$ cat src/rtl/reg_file_sb_pkg.sv
// Shared defaults and width helpers for the scoreboarded register file.
package reg_file_pkg;

    localparam int DEF_W = 8;
    localparam int DEF_N = 8;

    // Width needed to hold a pending count of 0..n inclusive.
    function automatic int count_width(input int n);
        return $clog2(n + 1);
    endfunction

endpackage

$ cat src/rtl/reg_file_sb_if.sv
// Write, reserve and read signals of the register file, grouped for master/slave use.
interface reg_file_sb_if
    import reg_file_pkg::*;
#(
    parameter int W = DEF_W,
    parameter int N = DEF_N
);
    localparam int AW = $clog2(N);
    localparam int CW = count_width(N);

    logic [W-1:0]  IN;
    logic [AW-1:0] INADDRESS;
    logic          WRITE;
    logic [W-1:0]  LDIN;
    logic [AW-1:0] LDADDRESS;
    logic          LDWRITE;
    logic          RESERVE;
    logic [AW-1:0] RESADDRESS;
    logic [AW-1:0] OUT1ADDRESS;
    logic [AW-1:0] OUT2ADDRESS;
    logic [W-1:0]  OUT1;
    logic [W-1:0]  OUT2;
    logic          BUSY1;
    logic          BUSY2;
    logic [CW-1:0] PENDCOUNT;

    modport master (
        output IN, INADDRESS, WRITE, LDIN, LDADDRESS, LDWRITE,
               RESERVE, RESADDRESS, OUT1ADDRESS, OUT2ADDRESS,
        input  OUT1, OUT2, BUSY1, BUSY2, PENDCOUNT
    );

    modport slave (
        input  IN, INADDRESS, WRITE, LDIN, LDADDRESS, LDWRITE,
               RESERVE, RESADDRESS, OUT1ADDRESS, OUT2ADDRESS,
        output OUT1, OUT2, BUSY1, BUSY2, PENDCOUNT
    );
endinterface

$ cat src/rtl/reg_file_sb_scoreboard.sv
// Pending bits for outstanding loads: same-edge priority, BUSY flags and pending count.
module reg_file_scoreboard
    import reg_file_pkg::*;
#(
    parameter  int N  = DEF_N,
    localparam int AW = $clog2(N),
    localparam int CW = count_width(N)
) (
    input  logic          clk,
    input  logic          rst,
    input  logic          write,
    input  logic [AW-1:0] in_addr,
    input  logic          ldwrite,
    input  logic [AW-1:0] ld_addr,
    input  logic          reserve,
    input  logic [AW-1:0] res_addr,
    input  logic [AW-1:0] out1_addr,
    input  logic [AW-1:0] out2_addr,
    output logic          ld_hit,
    output logic          ld_commit,
    output logic          busy1,
    output logic          busy2,
    output logic [CW-1:0] pend_count
);
    logic [N-1:0]  pend_r;
    logic [N-1:0]  pend_next_s;
    logic [CW-1:0] count_next_s;
    logic [CW-1:0] count_r;

    // A load only lands on a register still waiting for it, and never over an ALU write.
    assign ld_hit    = ldwrite & pend_r[ld_addr];
    assign ld_commit = ld_hit & ~(write && (in_addr == ld_addr));

    assign busy1 = ~rst & pend_r[out1_addr]
                 & ~(write && (in_addr == out1_addr))
                 & ~(ld_hit && (ld_addr == out1_addr));
    assign busy2 = ~rst & pend_r[out2_addr]
                 & ~(write && (in_addr == out2_addr))
                 & ~(ld_hit && (ld_addr == out2_addr));

    assign pend_count = count_r;

    // Next pending state: a reserve outranks any clearing write on the same register.
    always_comb begin
        pend_next_s  = pend_r;
        count_next_s = {CW{1'b0}};
        for (int i = 0; i < N; i++) begin
            pend_next_s[i] = (reserve && (res_addr == AW'(i))) ? 1'b1 :
                             ((write && (in_addr == AW'(i))) ||
                              (ld_hit && (ld_addr == AW'(i)))) ? 1'b0 : pend_r[i];
            count_next_s   = count_next_s + CW'(pend_next_s[i]);
        end
    end

    // Pending bits and their population count move together on each edge.
    always_ff @(posedge clk or posedge rst) begin
        if (rst) begin
            pend_r  <= {N{1'b0}};
            count_r <= {CW{1'b0}};
        end else begin
            pend_r  <= pend_next_s;
            count_r <= count_next_s;
        end
    end
endmodule

$ cat src/rtl/reg_file_sb.sv
// Two-read, two-write register file with load scoreboard and write-first read bypass.
module reg_file_sb
    import reg_file_pkg::*;
#(
    parameter int W = DEF_W,
    parameter int N = DEF_N
) (
    input  logic         CLK,
    input  logic         RESET,
    reg_file_sb_if.slave bus
);
    localparam int AW = $clog2(N);

    logic [W-1:0] mem_r [N];
    logic         ld_hit_s;
    logic         ld_commit_s;
    logic [W-1:0] out1_s;
    logic [W-1:0] out2_s;

    reg_file_scoreboard #(.N(N)) u_sb (
        .clk        (CLK),
        .rst        (RESET),
        .write      (bus.WRITE),
        .in_addr    (bus.INADDRESS),
        .ldwrite    (bus.LDWRITE),
        .ld_addr    (bus.LDADDRESS),
        .reserve    (bus.RESERVE),
        .res_addr   (bus.RESADDRESS),
        .out1_addr  (bus.OUT1ADDRESS),
        .out2_addr  (bus.OUT2ADDRESS),
        .ld_hit     (ld_hit_s),
        .ld_commit  (ld_commit_s),
        .busy1      (bus.BUSY1),
        .busy2      (bus.BUSY2),
        .pend_count (bus.PENDCOUNT)
    );

    // Data array; ld_commit already excludes a same-address ALU write.
    always_ff @(posedge CLK or posedge RESET) begin
        if (RESET) begin
            for (int i = 0; i < N; i++) begin
                mem_r[i] <= {W{1'b0}};
            end
        end else begin
            if (bus.WRITE) begin
                mem_r[bus.INADDRESS] <= bus.IN;
            end
            if (ld_commit_s) begin
                mem_r[bus.LDADDRESS] <= bus.LDIN;
            end
        end
    end

    // Read port 1: ALU data, then a live load, then stored value.
    always_comb begin
        out1_s = {W{1'b0}};
        if (RESET) begin
            out1_s = {W{1'b0}};
        end else if (bus.WRITE && (bus.INADDRESS == bus.OUT1ADDRESS)) begin
            out1_s = bus.IN;
        end else if (ld_hit_s && (bus.LDADDRESS == bus.OUT1ADDRESS)) begin
            out1_s = bus.LDIN;
        end else begin
            out1_s = mem_r[bus.OUT1ADDRESS];
        end
    end

    // Read port 2: same bypass order as port 1.
    always_comb begin
        out2_s = {W{1'b0}};
        if (RESET) begin
            out2_s = {W{1'b0}};
        end else if (bus.WRITE && (bus.INADDRESS == bus.OUT2ADDRESS)) begin
            out2_s = bus.IN;
        end else if (ld_hit_s && (bus.LDADDRESS == bus.OUT2ADDRESS)) begin
            out2_s = bus.LDIN;
        end else begin
            out2_s = mem_r[bus.OUT2ADDRESS];
        end
    end

    assign bus.OUT1 = out1_s;
    assign bus.OUT2 = out2_s;
endmodule
$ cat src/flat_wrapper.sv
// flat-port wrapper written by rule: the top's interface ports become plain ports
module reg_file_sb_flat import reg_file_pkg::*;
#(
    parameter int W = DEF_W,
    parameter int N = DEF_N
)
  (CLK, RESET, bus_IN, bus_INADDRESS, bus_WRITE, bus_LDIN, bus_LDADDRESS, bus_LDWRITE, bus_RESERVE, bus_RESADDRESS, bus_OUT1ADDRESS, bus_OUT2ADDRESS, bus_OUT1, bus_OUT2, bus_BUSY1, bus_BUSY2, bus_PENDCOUNT);
  reg_file_sb_if #(.W(W), .N(N)) bus_i ();
  input  logic CLK;
  input  logic RESET;
  input wire logic [$bits(bus_i.IN)-1:0] bus_IN;
  input wire logic [$bits(bus_i.INADDRESS)-1:0] bus_INADDRESS;
  input wire logic [$bits(bus_i.WRITE)-1:0] bus_WRITE;
  input wire logic [$bits(bus_i.LDIN)-1:0] bus_LDIN;
  input wire logic [$bits(bus_i.LDADDRESS)-1:0] bus_LDADDRESS;
  input wire logic [$bits(bus_i.LDWRITE)-1:0] bus_LDWRITE;
  input wire logic [$bits(bus_i.RESERVE)-1:0] bus_RESERVE;
  input wire logic [$bits(bus_i.RESADDRESS)-1:0] bus_RESADDRESS;
  input wire logic [$bits(bus_i.OUT1ADDRESS)-1:0] bus_OUT1ADDRESS;
  input wire logic [$bits(bus_i.OUT2ADDRESS)-1:0] bus_OUT2ADDRESS;
  output wire logic [$bits(bus_i.OUT1)-1:0] bus_OUT1;
  output wire logic [$bits(bus_i.OUT2)-1:0] bus_OUT2;
  output wire logic [$bits(bus_i.BUSY1)-1:0] bus_BUSY1;
  output wire logic [$bits(bus_i.BUSY2)-1:0] bus_BUSY2;
  output wire logic [$bits(bus_i.PENDCOUNT)-1:0] bus_PENDCOUNT;
  assign bus_i.IN = bus_IN;
  assign bus_i.INADDRESS = bus_INADDRESS;
  assign bus_i.WRITE = bus_WRITE;
  assign bus_i.LDIN = bus_LDIN;
  assign bus_i.LDADDRESS = bus_LDADDRESS;
  assign bus_i.LDWRITE = bus_LDWRITE;
  assign bus_i.RESERVE = bus_RESERVE;
  assign bus_i.RESADDRESS = bus_RESADDRESS;
  assign bus_i.OUT1ADDRESS = bus_OUT1ADDRESS;
  assign bus_i.OUT2ADDRESS = bus_OUT2ADDRESS;
  assign bus_OUT1 = bus_i.OUT1;
  assign bus_OUT2 = bus_i.OUT2;
  assign bus_BUSY1 = bus_i.BUSY1;
  assign bus_BUSY2 = bus_i.BUSY2;
  assign bus_PENDCOUNT = bus_i.PENDCOUNT;
  reg_file_sb #(.W(W), .N(N)) u_core (.CLK(CLK), .RESET(RESET), .bus(bus_i));
endmodule
$ cat config.mk
export PLATFORM = sky130hd
export DESIGN_NAME = reg_file_sb_flat
export DESIGN_NICKNAME = d
export VERILOG_FILES = /design/src/rtl/reg_file_sb_pkg.sv /design/src/rtl/reg_file_sb_if.sv /design/src/rtl/reg_file_sb_scoreboard.sv /design/src/rtl/reg_file_sb.sv /design/src/flat_wrapper.sv
export SDC_FILE = /design/constraint.sdc
export NUM_CORES = 1
export LEC_CHECK = 0
export BUFFER_PORTS_ARGS = -buffer_cell sky130_fd_sc_hd__buf_4
export CAP_MARGIN = 20
export CORE_MARGIN = 2
export CORE_UTILIZATION = 30
export DETAILED_ROUTE_END_ITERATION = 7
export PLACE_DENSITY = 0.47
export SYNTH_ARGS = -nofsm -noshare
export SYNTH_HDL_FRONTEND = slang
export SYNTH_SLANG_ARGS = --single-unit
$ cat constraint.sdc
create_clock -name CLK -period 4.4 [get_ports CLK]
set_clock_uncertainty 0.1 [all_clocks]
set_input_delay 0.66 -clock CLK [delete_from_list [all_inputs] [get_ports CLK]]
set_output_delay 0.66 -clock CLK [all_outputs]
set_load 0.03 [all_outputs]
==> flow_metrics.tcl, run 1 <==
set metrics [dict create \
    outcome "completed" \
    grt_use_total_pct 18.8 \
    globalRoute.totalOverflow 0 \
    cp.required_ps 4540 \
    crit_type "input port to flop" \
    final_common_cell "mux2i_1" \
    fmax_ghz 0.266 \
    worst_slew_pin_slew_ps 876 \
    cp.arrival_ps 3900 \
    vias 4330 \
    reg2reg_setup_slack_ps 890 \
    antenna_found_initial 0 \
    ys_seq_elements 76 \
    grt_pass1_vias 4449 \
    drt_first_iter_violations 288 \
    startpoint_type "input port" \
    synth_nets 574 \
    power_density_mw_per_mm2 469 \
    finalPower_mw 3.03 \
    reg2reg_depth 12 \
    final_cell_mix "83 x mux2i_1, 78 x buf_4, 76 x dfrtp_1, 64 x nand2_1, 56 x o21ai_0" \
    worst_path_largest_cell_delay_ps 540 \
    endpoint_kind "flop" \
    timing.final.crit_share_pct 85.5 \
    cp_max_fo 9 \
    crit_chain "buf_4 > nand2b_1 > o211ai_1 > o21ai_0 > fa_1 > fa_1 > inv_1 > fa_1 > inv_1 > ha_1 > inv_1 > fa_1 > inv_1" \
    maxCapViolations 0 \
    nNetsFinal 608 \
    synth_async_sr_flop_share_pct 100 \
    port_buffers 57 \
    cp_slowest_cell "fa_1" \
    fin_tns_setup_ps 0 \
    finalHoldViolCount 0 \
    cts-buffers-inserted 9 \
    cts_max_path_buffers 2 \
    synth_edf_count 0 \
    core_region_area_mm2 0.0180 \
    start_util_pct 30.6 \
    rsz0062_at_grt "no" \
    drive_gt1_share_pct 28.6 \
    dpl_cell_area_mm2 0.00614 \
    hp-class "input port to async pin" \
    wl_per_cell_um 22.3 \
    synth_area_mm2 0.00549 \
    post-cts-setup-buffers 0 \
    n_antenna_cell 0 \
    dp_hpwl_mm 11.8 \
    ys_seq_area_share_pct 34.6 \
    syn_inst 531 \
    ios 58 \
    dieArea_mm2 0.0194 \
    clk_pin_slew_worst_paths_ps 60 \
    gp_congestion 0.872 \
    cts_root_buf "clkbuf_16" \
    vias_per_cell 5.42 \
    r2r_start "u_core.u_sb.pend_r[5]" \
    leakagePower_nw 2.78 \
    cts_tree "done" \
    grt_pass1_wl_mm 27.5 \
    synth-main-ff-cell "dfrtp_1" \
    vdd_drop_max_uv 213 \
    wl_mm 17.8 \
    firstDrtPassIters 5 \
    htreeDepth 3 \
    cts_sinks 76 \
    clkLatencyLatePin_ps 340 \
    drv_slew 0 \
    synth_area_per_cell_um2 10.3 \
    antenna_left 0 \
    period_minus_slack_ps 3760 \
    ctsHoldBuffers 0 \
    cts-resized-gates 0 \
    die_h_um 139 \
    relSlewSlack_pct 41.6 \
    grt_start_max_net_pins 65 \
    die_w_um 139 \
    rows 49 \
    syn_to_final_growth_pct 17.8 \
    r2r_end "u_core.u_sb.pend_count[1]" \
    yosys.cell_types.count 38 \
    setup_viol 0 \
    final_area_mm2 0.00647 \
    yosysWarnings 0 \
    drc 0 \
]
kinds of logic after synthesis:
family / after synthesis / share of synthesized area, %
multiplexers: 140 / 34.5
flip-flops: 76 / 34.6
AO/OA/AOI/OAI: 100 / 9.76
XOR/XNOR: 16 / 2.55
buffers and inverters: 65 / 5.20
AND/OR/NAND/NOR: 127 / 11.2
adder cells (fa/ha/maj): 7 / 2.14
worst max-delay path: cells and delay by family:
kind	cells	cell delay [ps]
buffers and inverters	5	380
adder cells (fa/ha/maj)	5	2140
AO/OA/AOI/OAI	2	430
AND/OR/NAND/NOR	1	300
layer usage:
layer | global-route usage [%] | vias to the layer above | routed length (um)
met5 | 0 | - | 0
met4 | 7.34 | 0 | 444
met3 | 3.13 | 33 | 846
met2 | 31.7 | 145 | 9010
met1 | 24.3 | 2167 | 7480
li1 | - | 1985 | -
area by class of cell:
type	instances	area, um2
Tap cell	229	287
Clock inverter	7	98.8
Multi-Input combinational cell	390	3330
Sequential cell	76	1900
Clock buffer	9	225
Fill cell	1801	11500
Inverter	10	41.3
Timing Repair Buffer	78	586
report_power, final:
group	switching [mW]	internal, mW	total (mW)
Clock	0.322	0.502	0.824
Combinational	0.545	0.564	1.11
Sequential	0.171	0.929	1.10
synth_stat cells, drive strengths merged, types with 3 or more instances:
| cell type | count | area, um2 |
|---|---|---|
| a21oi | 25 | 125 |
| buf | 38 | 184 |
| clkbuf | 17 | 63.8 |
| dfrtp | 76 | 1900 |
| fa | 4 | 80.1 |
| ha | 3 | 37.5 |
| inv | 10 | 37.5 |
| mux2 | 19 | 214 |
| mux2i | 84 | 845 |
| mux4 | 37 | 833 |
| nand2 | 64 | 240 |
| nand2b | 8 | 50.1 |
| nand4 | 3 | 18.8 |
| nand4b | 3 | 26.3 |
| nor2 | 25 | 93.8 |
| nor3 | 7 | 35.0 |
| nor3b | 4 | 30.0 |
| nor4 | 5 | 71.3 |
| o211ai | 4 | 30.0 |
| o21ai | 62 | 310 |
| or3 | 3 | 18.8 |
| xnor2 | 5 | 43.8 |
| xor2 | 11 | 96.3 |
worst max path at each step:
| stage | from | end | slack, ps | cells past startpoint |
|---|---|---|---|---|
| after floorplan | bus_INADDRESS[2] | u_core.u_sb.pend_count[2] | 180 | 14 |
| after global placement | bus_LDADDRESS[1] | u_core.u_sb.pend_count[1] | 340 | 13 |
| after detailed placement | bus_LDADDRESS[2] | u_core.u_sb.pend_count[1] | 320 | 13 |
| after CTS | bus_LDADDRESS[2] | u_core.u_sb.pend_count[1] | 640 | 13 |
| after global routing | bus_LDADDRESS[2] | u_core.u_sb.pend_count[2] | 470 | 13 |
| final | bus_LDADDRESS[2] | u_core.u_sb.pend_count[1] | 640 | 13 |
sequential cells by signal (all words and copies together), names as in the netlist:
name / cells
u_core.u_sb.pend_count: 4
u_core.mem_r: 64
u_core.u_sb.pend_r: 8
stage by stage:
stage / cells / hold slack (ps) / setup WS (ps) / utilization (%)
final: 799 / 221 / 636 / 36.0
after global routing: 799 / 238 / 472 / 36.0
after CTS: 799 / 227 / 641 / 36.0
after detailed placement: 783 / 475 / 316 / 34.2
after global placement: 783 / 451 / 336 / 34.2
after floorplan: 531 / 429 / 179 / -
Power figures use the tool's default switching activity.
==> run 2, diff against run 1 <==
CORE_ASPECT_RATIO = 2   (was not set)
==> run 2 against run 1 <==
Against the previous run: clock-buffer cell count grew 2; largest cell class unchanged; die area grew 0.34%; highest routed layer unchanged; critical path depth is the same; largest power group unchanged; global-route usage grew 1.0 points; register-to-register slack lost 110 ps; sequential cell count is the same; critical path type unchanged; core utilization shrank 0.55 points.
==> flow_metrics.tcl, run 2 (synthesis results as in run 1) <==
set metrics [dict create \
    outcome "completed" \
    cts_max_path_buffers 2 \
    worst_slew_pin_slew_ps 899 \
    vias_per_cell 5.53 \
    nNetsFinal 607 \
    endpoint_kind "flop" \
    fin_cells 785 \
    cts-buffers-inserted 9 \
    maxCapViolations 0 \
    vdd_drop_max_uv 300 \
    cp.depth 13 \
    n_antenna_cell 0 \
    finish.utilization_pct 35.4 \
    cp.required_ps 4530 \
    wl_mm 18.6 \
    cts_tree "done" \
    multiInputGateArea_mm2 0.00333 \
    grt_pass1_wl_mm 28.2 \
    timing.final.crit_share_pct 86.8 \
    largest_register "u_core.mem_r" \
    crit_family "adder cells" \
    clkLatencyLatePin_ps 350 \
    ios 58 \
    power_density_mw_per_mm2 469 \
    post-cts-setup-buffers 0 \
    syn_to_final_growth_pct 17.1 \
    start_util_pct 30.3 \
    dp_hpwl_mm 13.6 \
    crit_start "bus_LDADDRESS[2]" \
    drt_first_iter_violations 188 \
    cp.buffers_inverters 5 \
    die_w_um 99.6 \
    core_region_area_mm2 0.0181 \
    cp.arrival_ps 3960 \
    dieArea_mm2 0.0195 \
    fin_tns_setup_ps 0 \
    cts_root_buf "clkbuf_16" \
    crit_end "u_core.u_sb.pend_count[1]" \
    gp_congestion 0.818 \
    vias 4341 \
    worst_path_largest_cell_delay_ps 540 \
    clk_pin_slew_worst_paths_ps 60 \
    cts_sinks 76 \
    dp.cells 769 \
    r2r_start "u_core.u_sb.pend_r[4]" \
    drc 0 \
    final_area_mm2 0.00643 \
    hp-class "input port to async pin" \
    setup_viol 0 \
    r2r_end "u_core.u_sb.pend_count[1]" \
    cts-resized-gates 0 \
    grt_pass1_vias 4731 \
    wl_per_cell_um 23.7 \
    fillCellCount 1806 \
    leakagePower_nw 2.77 \
    dpl_cell_area_mm2 0.00612 \
    drv_slew 0 \
    final_common_cell "mux2i_1" \
    drive_gt1_share_pct 28.6 \
    period_minus_slack_ps 3820 \
    htreeDepth 3 \
    die_h_um 195 \
    ctsHoldBuffers 0 \
    final_cell_mix "83 x mux2i_1, 77 x buf_4, 76 x dfrtp_1, 64 x nand2_1, 56 x o21ai_0" \
    reg2reg_depth 12 \
    globalRoute.totalOverflow 0 \
    fmax_ghz 0.262 \
    grt_start_max_net_pins 66 \
    cp_max_fo 9 \
    rows 70 \
    cp_slowest_cell "fa_1" \
    antenna_left 0 \
    antenna_found_initial 0 \
    finalHoldViolCount 0 \
    regArea_mm2 0.00190 \
    crit_chain "buf_4 > nand2b_1 > o211ai_1 > o21ai_0 > fa_1 > fa_1 > inv_1 > fa_1 > inv_1 > ha_1 > inv_1 > fa_1 > inv_1" \
    relSlewSlack_pct 40.1 \
    reg2reg_setup_slack_ps 780 \
    port_buffers 57 \
    startpoint_type "input port" \
    grt_use_total_pct 19.8 \
    largest_reg_flops 64 \
    rsz0062_at_grt "no" \
    firstDrtPassIters 4 \
    holdWs_ps 197 \
    crit_type "input port to flop" \
]
run 2: changes by cell type in the layout (fill, tap and decap cells not counted):
cell and delta:
buf_4 -1, inv_8 -1, inv_6 -1, o31ai_2 +1
o31ai_1 -1, clkbuf_8 +2, bufinv_16 -1, clkinv_4 -1
clkinv_2 +2
run 2: metrics by stage:
stage | total power, mW | setup slack (ps)
after global placement | 2.23 | 290
final | 3.02 | 579
after CTS | 3.04 | 612
after global routing | 3.19 | 476
after floorplan | 1.88 | 179
after detailed placement | 2.27 | 254
run 2: layout make-up:
| class | instances | area share [%] |
|---|---|---|
| Clock buffer | 11 | 3.93 |
| Clock inverter | 5 | 0.779 |
| Inverter | 10 | 0.643 |
| Multi-Input combinational cell | 390 | 51.8 |
| Sequential cell | 76 | 29.6 |
| Tap cell | 216 | 4.21 |
| Timing Repair Buffer | 77 | 9.00 |
run 2: layer usage:
metal	up-vias	track usage [%]	routed length (um)
li1	1992	-	-
met1	2182	21.0	6650
met2	124	37.8	10600
met3	43	2.25	574
met4	0	9.69	828
met5	-	0	0
run 2: worst register-to-register path: stages, from the launching register on:
cell      delay (ps)
dfrtp_1          520
mux4_2           290
nand3_1          250
o211ai_1         260
o21ai_0          180
fa_1             570
inv_1             50
fa_1             420
inv_1             70
ha_1             160
inv_1             70
fa_1             540
inv_1             40
run 2: report_power, final:
part	switching, mW	leakage (nW)	total, mW	internal (mW)
Sequential	0.183	0.909	1.11	0.929
Clock	0.303	0.155	0.770	0.466
Combinational	0.569	1.71	1.13	0.565
run 2: worst min path at each step:
stage                     cells after the start        startpoint                     to
after floorplan                               2  u_core.mem_r[54]       u_core.mem_r[54]
after global placement                        2  u_core.mem_r[55]       u_core.mem_r[55]
after detailed placement                      2  u_core.mem_r[54]       u_core.mem_r[54]
after CTS                                     2             RESET  u_core.u_sb.pend_r[3]
after global routing                          2             RESET  u_core.u_sb.pend_r[3]
final                                         2             RESET  u_core.u_sb.pend_r[3]
==> run 3, diff against run 2 <==
CELL_PAD_IN_SITES_DETAIL_PLACEMENT = 0   (was not set)
CELL_PAD_IN_SITES_GLOBAL_PLACEMENT = 2   (was not set)
CORE_MARGIN = 5   (was 2)
PLACE_DENSITY = 0.66   (was 0.47)
==> run 3 against run 2 <==
Against the previous run: sequential share of layout area about the same; combinational power about the same; core utilization about the same; sequential power about the same; routed wire length up 6.5%; worst setup slack better by 36 ps; maximum frequency up 0.94%; die area up 9.3%; global-route usage down 0.63 points; non-clock buffer count up 4; clock-buffer cell count unchanged; cell count up 0.51%; largest cell class unchanged; largest power group unchanged.
==> flow_metrics.tcl, run 3 (synthesis results as in run 1) <==
set metrics [dict create \
    hp-class "input port to async pin" \
    cts_root_buf "clkbuf_16" \
    grt_pass1_vias 4836 \
    finalPower_mw 2.98 \
    dp_slack_ps 256 \
    port_buffers 57 \
    dpl_cell_area_mm2 0.00615 \
    finish.utilization_pct 35.5 \
    rows 70 \
    setup_viol 0 \
    ios 58 \
    regArea_mm2 0.00190 \
    htreeDepth 3 \
    cts-resized-gates 0 \
    clk_pin_slew_worst_paths_ps 60 \
    start_util_pct 30.3 \
    grt_start_max_net_pins 45 \
    syn_to_final_growth_pct 17.2 \
    gp_congestion 0.831 \
    fin_cells 789 \
    post-cts-setup-buffers 0 \
    clkLatencyLatePin_ps 340 \
    dp_hpwl_mm 14.4 \
    ctsHoldBuffers 0 \
    cp_max_fo 9 \
    endpoint_kind "flop" \
    holdWs_ps 488 \
    die_h_um 201 \
    vias_per_cell 5.51 \
    cts_tree "done" \
    largest_reg_flops 64 \
    rsz0062_at_grt "no" \
    vias 4345 \
    final_area_mm2 0.00643 \
    vdd_drop_max_uv 205 \
    fillCellCount 1849 \
    startpoint_type "input port" \
    cp.required_ps 4540 \
    cts-buffers-inserted 9 \
    timing.final.crit_share_pct 86.0 \
    power_density_mw_per_mm2 463 \
    n_antenna_cell 0 \
    die_w_um 106 \
    core_region_area_mm2 0.0181 \
    period_minus_slack_ps 3790 \
    r2r_end "u_core.u_sb.pend_count[1]" \
    cts_sinks 76 \
    final_cell_mix "83 x mux2i_1, 81 x buf_4, 76 x dfrtp_1, 64 x nand2_1, 56 x o21ai_0" \
    reg2reg_depth 12 \
    finalHoldViolCount 0 \
    cts_max_path_buffers 2 \
    crit_type "input port to flop" \
    maxCapViolations 0 \
    antenna_left 0 \
    worst_slew_pin_slew_ps 745 \
    multiInputGateArea_mm2 0.00333 \
    dieArea_mm2 0.0213 \
    largest_register "u_core.mem_r" \
    outcome "completed" \
    relSlewSlack_pct 50.3 \
    drive_gt1_share_pct 28.6 \
    final_common_cell "mux2i_1" \
    cp.arrival_ps 3920 \
    grt_use_total_pct 19.2 \
    grt_pass1_wl_mm 30.0 \
    antenna_found_initial 0 \
    wl_mm 19.8 \
    fin_ws_ps 615 \
    globalRoute.totalOverflow 0 \
    dp.cells 773 \
    wl_per_cell_um 25.1 \
    fin_tns_setup_ps 0 \
    reg2reg_setup_slack_ps 810 \
    nNetsFinal 611 \
    r2r_start "u_core.u_sb.pend_r[7]" \
    drv_slew 0 \
    drc 0 \
    firstDrtPassIters 4 \
    fmax_ghz 0.264 \
    drt_first_iter_violations 236 \
    leakagePower_nw 2.77 \
]
## run 3: cell type report
class / instances / area share [%]
tap: 216 / 4.20
sequential: 76 / 29.6
inverter: 10 / 0.642
clock buffer: 11 / 3.62
timing repair buffer: 81 / 9.45
multi-input combinational: 390 / 51.7
clock inverter: 5 / 0.817
## run 3: where the power goes
| group | switching [mW] | internal, mW | total [mW] |
|---|---|---|---|
| Sequential | 0.177 | 0.929 | 1.11 |
| Clock | 0.295 | 0.437 | 0.732 |
| Combinational | 0.571 | 0.567 | 1.14 |
## run 3: worst max-delay path: stages
cell,delay (ps)
buf_4,150
nand2b_1,300
o211ai_1,260
o21ai_0,190
fa_1,520
fa_1,510
inv_1,50
fa_1,420
inv_1,60
ha_1,160
inv_1,60
fa_1,530
inv_1,40
## run 3: worst max-delay path by stage
stage,startpoint,endpoint,slack [ps],depth (start not counted)
3_5_place_dp,bus_LDADDRESS[2],u_core.u_sb.pend_count[1],260,13
5_1_grt,bus_LDADDRESS[2],u_core.u_sb.pend_count[2],390,13
3_3_place_gp,bus_LDADDRESS[2],u_core.u_sb.pend_count[1],250,13
6_report,bus_LDADDRESS[2],u_core.u_sb.pend_count[1],610,13
2_1_floorplan,bus_INADDRESS[2],u_core.u_sb.pend_count[2],180,14
4_1_cts,bus_LDADDRESS[2],u_core.u_sb.pend_count[1],610,13
## run 3: per-layer routing
metal / track usage, % / vias to the layer above / share of wire, %
met5: 0 / - / 0
met4: 11.1 / 0 / 5.7
met1: 20.6 / 2185 / 36
li1: - / 1990 / -
met2: 35.2 / 126 / 54
met3: 2.86 / 44 / 3.5
